## src/rtl/sim_monitor.sv

```systemverilog
// sim_monitor: simulation-side watcher for a CPU test program on the data bus.
// Buffers console bytes, tracks per-channel result matches, and reports a
// terminal pass / fail / timeout status.
//
// Ports:
//   clk, reset              single clock, synchronous active-high reset
//   MemWrite/DataAdr/WriteData   observed bus write
//   char_valid/char_ready/char_data  console byte stream (valid/ready)
//   pass_mask               sticky per-channel pass flags
//   status, done            00 run/drain, 01 pass, 10 fail, 11 timeout
//   overflow                sticky console-drop flag
//   cycle_count             cycles spent in RUN/DRAIN
module sim_monitor #(
    parameter int                DW          = 32,
    parameter logic [DW-1:0]     CONSOLE_ADR = 32'h1000_0000,
    parameter logic [DW-1:0]     RESULT_ADR  = 100,
    parameter int                NCH         = 2,
    parameter logic [NCH*DW-1:0] PASS_VAL    = {32'd7, 32'd25},
    parameter bit                FAIL_EN     = 1'b0,
    parameter int                FIFO_DEPTH  = 8,
    parameter int                TIMEOUT     = 1000,
    parameter int                DRAIN       = 4
) (
    input  logic           clk,
    input  logic           reset,
    input  logic           MemWrite,
    input  logic [DW-1:0]  DataAdr,
    input  logic [DW-1:0]  WriteData,
    output logic           char_valid,
    input  logic           char_ready,
    output logic [7:0]     char_data,
    output logic [NCH-1:0] pass_mask,
    output logic [1:0]     status,
    output logic           done,
    output logic           overflow,
    output logic [31:0]    cycle_count
);

    localparam int AW  = $clog2(FIFO_DEPTH);
    localparam int DCW = $clog2(DRAIN + 1);

    typedef enum logic [2:0] {
        S_RUN,
        S_DRAIN,
        S_PASS,
        S_FAIL,
        S_TMO
    } state_t;

    state_t         state_q;
    state_t         state_d;
    logic [NCH-1:0] mask_d;
    logic [NCH-1:0] match;
    logic [NCH-1:0] hit;
    logic [DCW-1:0] drain_cnt;
    logic           res_wr;
    logic           con_wr;
    logic           active;

    // Bus decode
    assign res_wr = MemWrite && (DataAdr == RESULT_ADR);
    assign con_wr = MemWrite && (DataAdr == CONSOLE_ADR);
    assign active = (state_q == S_RUN) || (state_q == S_DRAIN);

    always_comb begin
        match = '0;
        for (int i = 0; i < NCH; i++) begin
            match[i] = (WriteData == PASS_VAL[i*DW +: DW]);
        end
    end

    assign hit = res_wr ? match : '0;

    // Next state and status outputs
    always_comb begin
        state_d = state_q;
        mask_d  = pass_mask;
        status  = 2'b00;
        done    = 1'b0;
        unique case (state_q)
            S_RUN: begin
                if (FAIL_EN && res_wr && (hit == '0)) begin
                    state_d = S_FAIL;
                end else begin
                    mask_d = pass_mask | hit;
                    if (&mask_d) begin
                        state_d = S_DRAIN;
                    end else if (cycle_count == 32'(TIMEOUT - 1)) begin
                        state_d = S_TMO;
                    end
                end
            end
            S_DRAIN: begin
                if (drain_cnt == DCW'(DRAIN - 1)) begin
                    state_d = S_PASS;
                end
            end
            S_PASS: begin
                status = 2'b01;
                done   = 1'b1;
            end
            S_FAIL: begin
                status = 2'b10;
                done   = 1'b1;
            end
            S_TMO: begin
                status = 2'b11;
                done   = 1'b1;
            end
            default: begin
                state_d = S_RUN;
            end
        endcase
    end

    always_ff @(posedge clk) begin
        if (reset) begin
            state_q <= S_RUN;
        end else begin
            state_q <= state_d;
        end
    end

    always_ff @(posedge clk) begin
        if (reset) begin
            pass_mask   <= '0;
            cycle_count <= '0;
            drain_cnt   <= '0;
        end else begin
            pass_mask <= mask_d;
            if (active) begin
                cycle_count <= cycle_count + 32'd1;
            end
            // Counts cycles already spent in DRAIN; zero on entry
            if (state_q == S_DRAIN) begin
                drain_cnt <= drain_cnt + 1'b1;
            end else begin
                drain_cnt <= '0;
            end
        end
    end

    // Console FIFO: extra pointer bit separates full from empty
    logic [7:0] mem [FIFO_DEPTH];
    logic [AW:0] wr_ptr;
    logic [AW:0] rd_ptr;
    logic        empty;
    logic        full;
    logic        push;
    logic        pop;

    assign empty = (wr_ptr == rd_ptr);
    assign full  = (wr_ptr[AW-1:0] == rd_ptr[AW-1:0]) &&
                   (wr_ptr[AW] != rd_ptr[AW]);

    assign char_valid = !empty;
    assign pop        = char_valid && char_ready;
    // A full FIFO still takes a byte when a slot frees in the same cycle
    assign push       = con_wr && (!full || pop);
    assign char_data  = empty ? 8'h00 : mem[rd_ptr[AW-1:0]];

    always_ff @(posedge clk) begin
        if (reset) begin
            wr_ptr   <= '0;
            rd_ptr   <= '0;
            overflow <= 1'b0;
        end else begin
            if (push) begin
                wr_ptr <= wr_ptr + 1'b1;
            end
            if (pop) begin
                rd_ptr <= rd_ptr + 1'b1;
            end
            if (con_wr && !push) begin
                overflow <= 1'b1;
            end
        end
    end

    always_ff @(posedge clk) begin
        if (push && !reset) begin
            mem[wr_ptr[AW-1:0]] <= WriteData[7:0];
        end
    end

endmodule

```

## config.mk

```make
export PLATFORM = sky130hd
export DESIGN_NAME = sim_monitor
export DESIGN_NICKNAME = d
export VERILOG_FILES = /design/src/rtl/sim_monitor.sv
export SDC_FILE = /design/constraint.sdc
export NUM_CORES = 1
export LEC_CHECK = 0
export BUFFER_PORTS_ARGS = -buffer_cell sky130_fd_sc_hd__buf_2
export CAP_MARGIN = 20
export CORE_UTILIZATION = 40
export DETAILED_ROUTE_END_ITERATION = 16
export GPL_ROUTABILITY_DRIVEN = 0
export PLACE_DENSITY = 0.72
export RECOVER_POWER = 100
export SYNTH_ARGS = -nofsm -noshare
export SYNTH_HDL_FRONTEND = slang
export SYNTH_SLANG_ARGS = --single-unit
```

## constraint.sdc

```tcl
create_clock -name clk -period 5.2 [get_ports clk]
set_input_delay 0.26 -clock clk [delete_from_list [all_inputs] [get_ports clk]]
set_output_delay 0.26 -clock clk [all_outputs]
set_load 0.1 [all_outputs]
```

==> results of run 1 <==
## sequential cells by signal (all words and copies together), names as in the netlist, named ones only
name,cells
overflow,1
cycle_count,32
state_q,3
wr_ptr,4
drain_cnt,3
mem,64
rd_ptr,4
pass_mask,2
## cell families after synthesis
kind of cell | after synthesis | synth area share
adder cells (fa/ha/maj) | 5 | 0.0126
AO/OA/AOI/OAI | 27 | 0.0288
multiplexers | 26 | 0.0930
AND/OR/NAND/NOR | 170 | 0.190
XOR/XNOR | 34 | 0.0601
buffers and inverters | 21 | 0.0172
flip-flops | 116 | 0.598
## cell usage in the layout, fill, tap and decap left out, drive strengths merged, types with 9 or more instances in the layout
cell    count
xor2       24
xnor2      10
a21oi      14
nor3        9
dfxtp      52
o21ai      11
mux4       16
nand4      19
nand2      20
nor2       57
nand3      11
edfxtp     64
nor4       22
inv        16
clkbuf     81
buf        59
mux2i      10
## per-stage QoR
stage	setup slack, ns	hold WS [ns]	power, mW
after floorplan	2.28	0.359	1.02
after global placement	2.49	0.409	1.05
after detailed placement	2.35	0.417	1.06
after CTS	2.59	0.117	2.20
after global routing	2.10	0.229	2.25
final	2.26	0.218	2.18
## power groups by stage
stage / clock network [mW] / registers [mW] / logic [mW]
detailed placement: 0 / 0.991 / 0.0663
global placement: 0 / 0.990 / 0.0638
global route: 1.20 / 0.971 / 0.0706
finish: 1.14 / 0.971 / 0.0646
CTS: 1.16 / 0.971 / 0.0665
floorplan: 0 / 1.01 / 0.0136
## worst max-delay path, cell delays in order, from the launching register on
cell and delay, ns:
dfxtp_1 0.84, mux4_2 0.34, mux2i_1 0.07, nor2_1 0.14
clkbuf_1 0.88
## area by class of cell
| type | count | area share |
|---|---|---|
| clock buffer | 17 | 0.0684 |
| clock inverter | 15 | 0.0258 |
| inverter | 6 | 0.00362 |
| multi-input combinational | 262 | 0.302 |
| sequential | 116 | 0.477 |
| tap | 168 | 0.0338 |
| timing repair buffer | 123 | 0.0898 |
## metal layers
| metal | global-route usage | up-vias |
|---|---|---|
| met5 | 0 | - |
| met1 | 0.225 | 1735 |
| met4 | 0.0719 | 0 |
| met3 | 0.0557 | 10 |
| met2 | 0.309 | 79 |
| li1 | - | 1768 |
## how the worst min path moves through the flow
stage	cells past startpoint	slack [ns]	to
4_1_cts	1	0.12	mem[4][6]
2_1_floorplan	0	0.36	mem[0][0]
5_1_grt	1	0.23	mem[4][6]
6_report	1	0.22	mem[4][6]
3_3_place_gp	1	0.41	drain_cnt[0]
3_5_place_dp	1	0.42	drain_cnt[0]
==> results by group, run 1 <==
Status
  • Outcome: finished, violations left
  • Failing checks: max-capacitance violations, max-slew violations

Cells and area
  • Area grow syn2layout: 25.5%
  • Final Non-Filler Cells: 707
  • Finished Cell Area: 6220 µm²
  • Nets: 599
  • Share of layout cells above drive strength 1: 0.208
  • Multi-input gate area: 1880 µm²
  • # diodes: 0
  • Util after Layout: 0.515
  • Sequential cell area: 2960 µm²
  • Fill cells: 1089

Route
  • Vias post-DR: 3592
  • Max Used Layer: met4
  • Final wirelength: 10.9 mm
  • # DRC: 0
  • Drt via density: 5.08
  • DRT iter0 DRCs: 177
  • Met1 WL: 4.85 mm
  • Met3 Wirelength: 573 µm
  • Routed Antenna Nets: 0
  • Met2 routed WL: 5.37 mm
  • Iteration count of the initial detailed-routing pass: 4
  • Routed WL per cell: 15.4 µm

Power and ir drop
  • Pwr per Cell Area: 350 nW/µm²
  • Worst VDD drop: 0.281 mV
  • Clock network power share: 0.524
  • Leakage: 2.13 nW
  • Combinational fraction of design power: 0.030
  • Part of the power in registers: 0.446
  • Internal: 1.67 mW
  • Sw frac: 0.233
  • Sw power: 0.507 mW

Clock tree
  • Clock Latency Late Sink: 0.41 ns
  • Clk buf depth: 2
  • Hold-fix buffers, CTS: 0
  • TritonCTS Sinks: 116
  • Num CTS Buffers: 17
  • Clk slew on worst S/H paths: 0.06 ns
  • Post-CTS Resized: 0
  • CTS H-tree depth: 4
  • Post-CTS Setup Bufs: 0
  • Root Driver: clkbuf_16
  • TritonCTS clock tree: built

Placement
  • Count of input and output buffers: 114
  • Placed cells: 673
  • Post-DP Area: 5740 µm²
  • DP HPWL: 7.54 mm

STA
  • Slew Limit Fails: 51
  • Final Critical Period: 2.94 ns
  • Slew HR: -0.471
  • RSZ-0062 raised after global routing: no
  • Final worst-path cycle share: 0.565
  • Worst slew pin tran: 2.21 ns
  • Fmax: 0.341 GHz
  • # setup viols final: 0
  • Skew final: 0.00690 ns
  • Final hold viol count: 0
  • TNS Setup: 0 ns

Worst setup path
  • CP Max Fanout: 16
  • Startpoint Class: flop
  • Required @ worst endpoint: 4.94 ns
  • R2R cell count: 6
  • Worst R2R End: cycle_count[31]
  • Worst setup EP type: primary output
  • Worst reg2reg setup slack: 2.47 ns
  • Worst Setup EP: char_data[6]
  • Kind of critical path: reg -> out
  • Worst Path Arrival: 2.68 ns
  • Critical R2R Launch: state_q[2]

Global routing
  • First-pass GRT wire length: 18.0 mm
  • All-Layer GR Usage: 0.185
  • Initial antenna violation count: 0
  • Vias in the first global route: 3604
  • Largest net degree at the start of global routing: 51
  • GRT overflow: 0

Hold path
  • Hold WC Path Type: in -> reg
  • Worst hold start: WriteData[6]

Logic synthesis
  • Register area share after synthesis: 0.598
  • Synth top cells by count: edfxtp_1 (64), nor2_1 (55), dfxtp_1 (52)
  • FF+latch count, synth: 116
  • Synth top area share: 0.388
  • Area contributors post-synth: edfxtp_1 (39%), dfxtp_1 (21%), mux4_2 (7.3%), xor2_1 (4.2%), nor2_1 (4.2%)
  • EDFF count, synth: 64
  • Post-Syn Nets: 472
  • Gate Count Post-Synth: 399
  • Total number of yosys warnings: 0
  • Post-synth top area cell: edfxtp_1
  • Fraction of registers with async set/reset: 0
  • Mapped Area: 4950 µm²
  • Most frequent cell after synthesis: edfxtp_1
  • Post-synth top flop: edfxtp_1
  • Synth Area per Inst: 12.4 µm²
  • Post-synth cell types: 40

Floorplan
  • Initial Utilization: 0.411
  • Ports: 115
  • Die width: 113 µm
  • # rows: 40
  • Die area: 12800 µm²
  • Chip Height: 113 µm
  • Standard cell core area: 12100 µm²

Run
  • Maxcap violations: 1
Note: power is estimated with default switching activity, not from simulation.
==> run 2: changes to the inputs <==
--- a/config.mk
+++ b/config.mk
@@ -5,12 +5,13 @@
 export SDC_FILE = /design/constraint.sdc
 export NUM_CORES = 1
 export LEC_CHECK = 0
+export ABC_AREA = 1
 export BUFFER_PORTS_ARGS = -buffer_cell sky130_fd_sc_hd__buf_2
 export CAP_MARGIN = 20
 export CORE_UTILIZATION = 40
 export DETAILED_ROUTE_END_ITERATION = 16
 export GPL_ROUTABILITY_DRIVEN = 0
-export PLACE_DENSITY = 0.72
+export PLACE_DENSITY = 0.74
 export RECOVER_POWER = 100
 export SYNTH_ARGS = -nofsm -noshare
 export SYNTH_HDL_FRONTEND = slang
==> constraint.sdc (replaced) <==
create_clock -name clk -period 2.5 [get_ports clk]
set_input_delay 0.125 -clock clk [delete_from_list [all_inputs] [get_ports clk]]
set_output_delay 0.125 -clock clk [all_outputs]
set_load 0.1 [all_outputs]
==> results by group, run 2 <==
Status
  • Outcome: completed (was finished, violations left)

Placement
  • Count of input and output buffers: 114 (unchanged)
  • Placed cells: 923 (was 673)
  • DP HPWL: 9.33 mm (was 7.54 mm)
  • Post-DP Area: 6370 µm² (was 5740 µm²)

Logic synthesis
  • Fraction of registers with async set/reset: 0 (unchanged)
  • Area contributors post-synth: edfxtp_1 (35%), dfxtp_1 (19%), nor2_1 (9.6%), o21ai_0 (5.5%), nand2_1 (5.3%) (was edfxtp_1 (39%), dfxtp_1 (21%), mux4_2 (7.3%), xor2_1 (4.2%), nor2_1 (4.2%))
  • Mapped Area: 5420 µm² (was 4950 µm²)
  • Gate Count Post-Synth: 633 (was 399)
  • Synth top cells by count: nor2_1 (138), nand2_1 (77), inv_1 (65) (was edfxtp_1 (64), nor2_1 (55), dfxtp_1 (52))
  • Post-synth top area cell: edfxtp_1 (unchanged)
  • Synth top area share: 0.355 (was 0.388)
  • Most frequent cell after synthesis: nor2_1 (was edfxtp_1)
  • Total number of yosys warnings: 0 (unchanged)
  • FF+latch count, synth: 116 (unchanged)
  • Synth Area per Inst: 8.56 µm² (was 12.4 µm²)
  • Register area share after synthesis: 0.547 (was 0.598)
  • Post-synth top flop: edfxtp_1 (unchanged)
  • Post-Syn Nets: 706 (was 472)
  • EDFF count, synth: 64 (unchanged)
  • Post-synth cell types: 35 (was 40)

Worst setup path
  • Startpoint Class: flop (unchanged)
  • Critical path's slowest cell: dfxtp_1 (was clkbuf_1)
  • Worst path cell trace: xor2_1 > a21oi_1 > nand2_1 > nor2_1 > inv_1 > o21ai_0 > a31oi_4 > clkbuf_4 (was mux4_2 > mux2i_1 > nor2_1 > clkbuf_1)
  • CP delay by family, top: buffers and inverters (unchanged)
  • Worst setup EP type: primary output (unchanged)
  • Worst Path Arrival: 2.25 ns (was 2.68 ns)
  • CP Max Fanout: 9 (was 16)
  • Crit path largest cell delay: 0.43 ns (was 0.88 ns)
  • Kind of critical path: reg -> out (unchanged)
  • Crit path buf inv count: 2 (was 1)
  • Required @ worst endpoint: 2.38 ns (was 4.94 ns)

Clock tree
  • TritonCTS clock tree: built (unchanged)
  • Clk buf depth: 2 (unchanged)
  • Num CTS Buffers: 17 (unchanged)
  • Hold-fix buffers, CTS: 0 (unchanged)
  • Root Driver: clkbuf_16 (unchanged)
  • TritonCTS Sinks: 116 (unchanged)
  • Clk slew on worst S/H paths: 0.06 ns (about the same)
  • Clock Latency Late Sink: 0.41 ns (about the same)
  • CTS H-tree depth: 4 (unchanged)

Run
  • Maxcap violations: 0 (was 1)

STA
  • RSZ-0062 raised after global routing: no (unchanged)
  • Skew final: 0.00412 ns (was 0.00690 ns)
  • Final Critical Period: 2.38 ns
  • Slew HR: 0.198 (was -0.471)
  • # setup viols final: 0 (unchanged)
  • Worst slew pin tran: 1.21 ns (was 2.21 ns)
  • Slew Limit Fails: 0 (was 51)
  • Final worst-path cycle share: 0.950
  • Final hold viol count: 0 (unchanged)
  • Fmax: 0.421 GHz
  • TNS Setup: 0 ns (unchanged)

Power and ir drop
  • Pwr per Cell Area: 764 nW/µm² (was 350 nW/µm²)
  • Overall power: 5.26 mW (was 2.18 mW)
  • Worst VDD drop: 0.577 mV (was 0.281 mV)
  • Leakage: 2.51 nW (was 2.13 nW)

Route
  • DRT iter0 DRCs: 362 (was 177)
  • Final wirelength: 13.1 mm (was 10.9 mm)
  • Iteration count of the initial detailed-routing pass: 7 (was 4)
  • Routed WL per cell: 13.7 µm (was 15.4 µm)
  • Routed Antenna Nets: 0 (unchanged)
  • Vias post-DR: 4731 (was 3592)
  • # DRC: 0 (unchanged)
  • Drt via density: 4.95 (was 5.08)

Global routing
  • Vias in the first global route: 4705 (was 3604)
  • Initial antenna violation count: 0 (unchanged)
  • GRT overflow: 0 (unchanged)
  • All-Layer GR Usage: 0.201 (was 0.185)
  • First-pass GRT wire length: 22.1 mm (was 18.0 mm)
  • Largest net degree at the start of global routing: 33 (was 51)

Hold path
  • Hold WC Path Type: in -> reg (unchanged)

Cells and area
  • Fill cells: 1258 (was 1089)
  • # diodes: 0 (unchanged)
  • Most common cell after layout, fill and taps aside: nor2_1
  • Area grow syn2layout: 27.1% (was 25.5%)
  • Final Non-Filler Cells: 955 (was 707)
  • Nets: 839 (was 599)
  • Most frequent cells in the layout: nor2_1 (142), nand2_1 (77), inv_1 (65) (was clkbuf_1 (64), edfxtp_1 (64), buf_2 (58))
  • Share of layout cells above drive strength 1: 0.166 (was 0.208)
  • Max reg flops: 64 (unchanged)
  • Finished Cell Area: 6890 µm² (was 6220 µm²)

Floorplan
  • Ports: 115 (unchanged)
  • Initial Utilization: 0.409 (was 0.411)
  • # rows: 42 (was 40)
  • Die area: 14000 µm² (was 12800 µm²)
  • Standard cell core area: 13200 µm² (was 12100 µm²)
  • Die width: 118 µm (was 113 µm)
  • Chip Height: 118 µm (was 113 µm)
## run 2: changes by cell type in the layout (fill, tap and decap cells not counted), sizes merged, moves of 16 or more
cell,before,now
nor2,57,145
nand2,20,79
inv,16,69
o21ai,11,60
nand3,11,34
a21oi,14,36
xor2,24,4
nor4,22,4
mux4,16,0
nor3,9,25
## run 2: logic make-up (layout without fill, tap and decap cells)
| group | Yosys count | count (layout) | share of synthesized area |
|---|---|---|---|
| adder cells (fa/ha/maj) | 5 | 5 | 0.0116 |
| flip-flops | 116 | 116 | 0.547 |
| AO/OA/AOI/OAI | 122 | 122 | 0.123 |
| XOR/XNOR | 10 | 10 | 0.0162 |
| buffers and inverters | 81 | 227 | 0.0582 |
| AND/OR/NAND/NOR | 299 | 299 | 0.244 |
## run 2: cell type report
class	count	area [µm²]	share of cell area
flip-flops and latches	116	2960	0.430
multi-input cells	436	2220	0.323
repair buffers	129	621	0.0901
clock buffers	17	425	0.0618
inverters	66	251	0.0365
well taps	176	220	0.0320
clock inverters	15	180	0.0262
## run 2: timing repair
item,in CTS,in global routing
setup endpoints to repair,0,8
gates resized for setup,0,11
buffers inserted,0,0
## run 2: routing by layer
metal  share of wire  vias to the layer above  global-route usage
met1            0.42                     2150               0.234
li1                -                     2412                   -
met2            0.50                      144               0.346
met3           0.061                       25              0.0594
met4           0.019                        0              0.0785
met5               0                        -                   0
## run 2: worst register-to-register path, stage by stage, from the launching register on
cell and delay (ns):
dfxtp_1 0.43, xor2_1 0.18, a21oi_1 0.07, nand4_1 0.16
nand2_1 0.14, nor2_1 0.16, inv_1 0.14, nor2_1 0.10
clkbuf_1 0.48
## run 2: per-stage QoR
stage / hold WS [ns] / util / setup WS, ns
after global routing: 0.111 / 0.520 / 0.00556
after detailed placement: 0.412 / 0.481 / 0.454
after floorplan: 0.210 / - / 0.0268
after global placement: 0.411 / 0.481 / 0.512
final: 0.119 / 0.520 / 0.124
after CTS: 0.00231 / 0.527 / 0.0125
## run 2: path summary, 6_finish.rpt
kind | from | end | slack [ns] | cells after the start
setup / recovery | rd_ptr[0] | char_data[0] | 0.12 | 8
hold / removal | WriteData[6] | mem[1][6] | 0.12 | 1
setup reg to reg | rd_ptr[0] | mem[1][2] | 0.28 | 8
hold reg to reg | drain_cnt[0] | drain_cnt[0] | 0.42 | 1
## run 2: power by group
part           internal, mW  switching, mW  leakage [nW]  total (mW)
logic                 0.183          0.561          1.24       0.744
registers              2.03         0.0258         0.995        2.06
clock network          1.57          0.887         0.282        2.46
total                  3.78           1.47          2.51        5.26
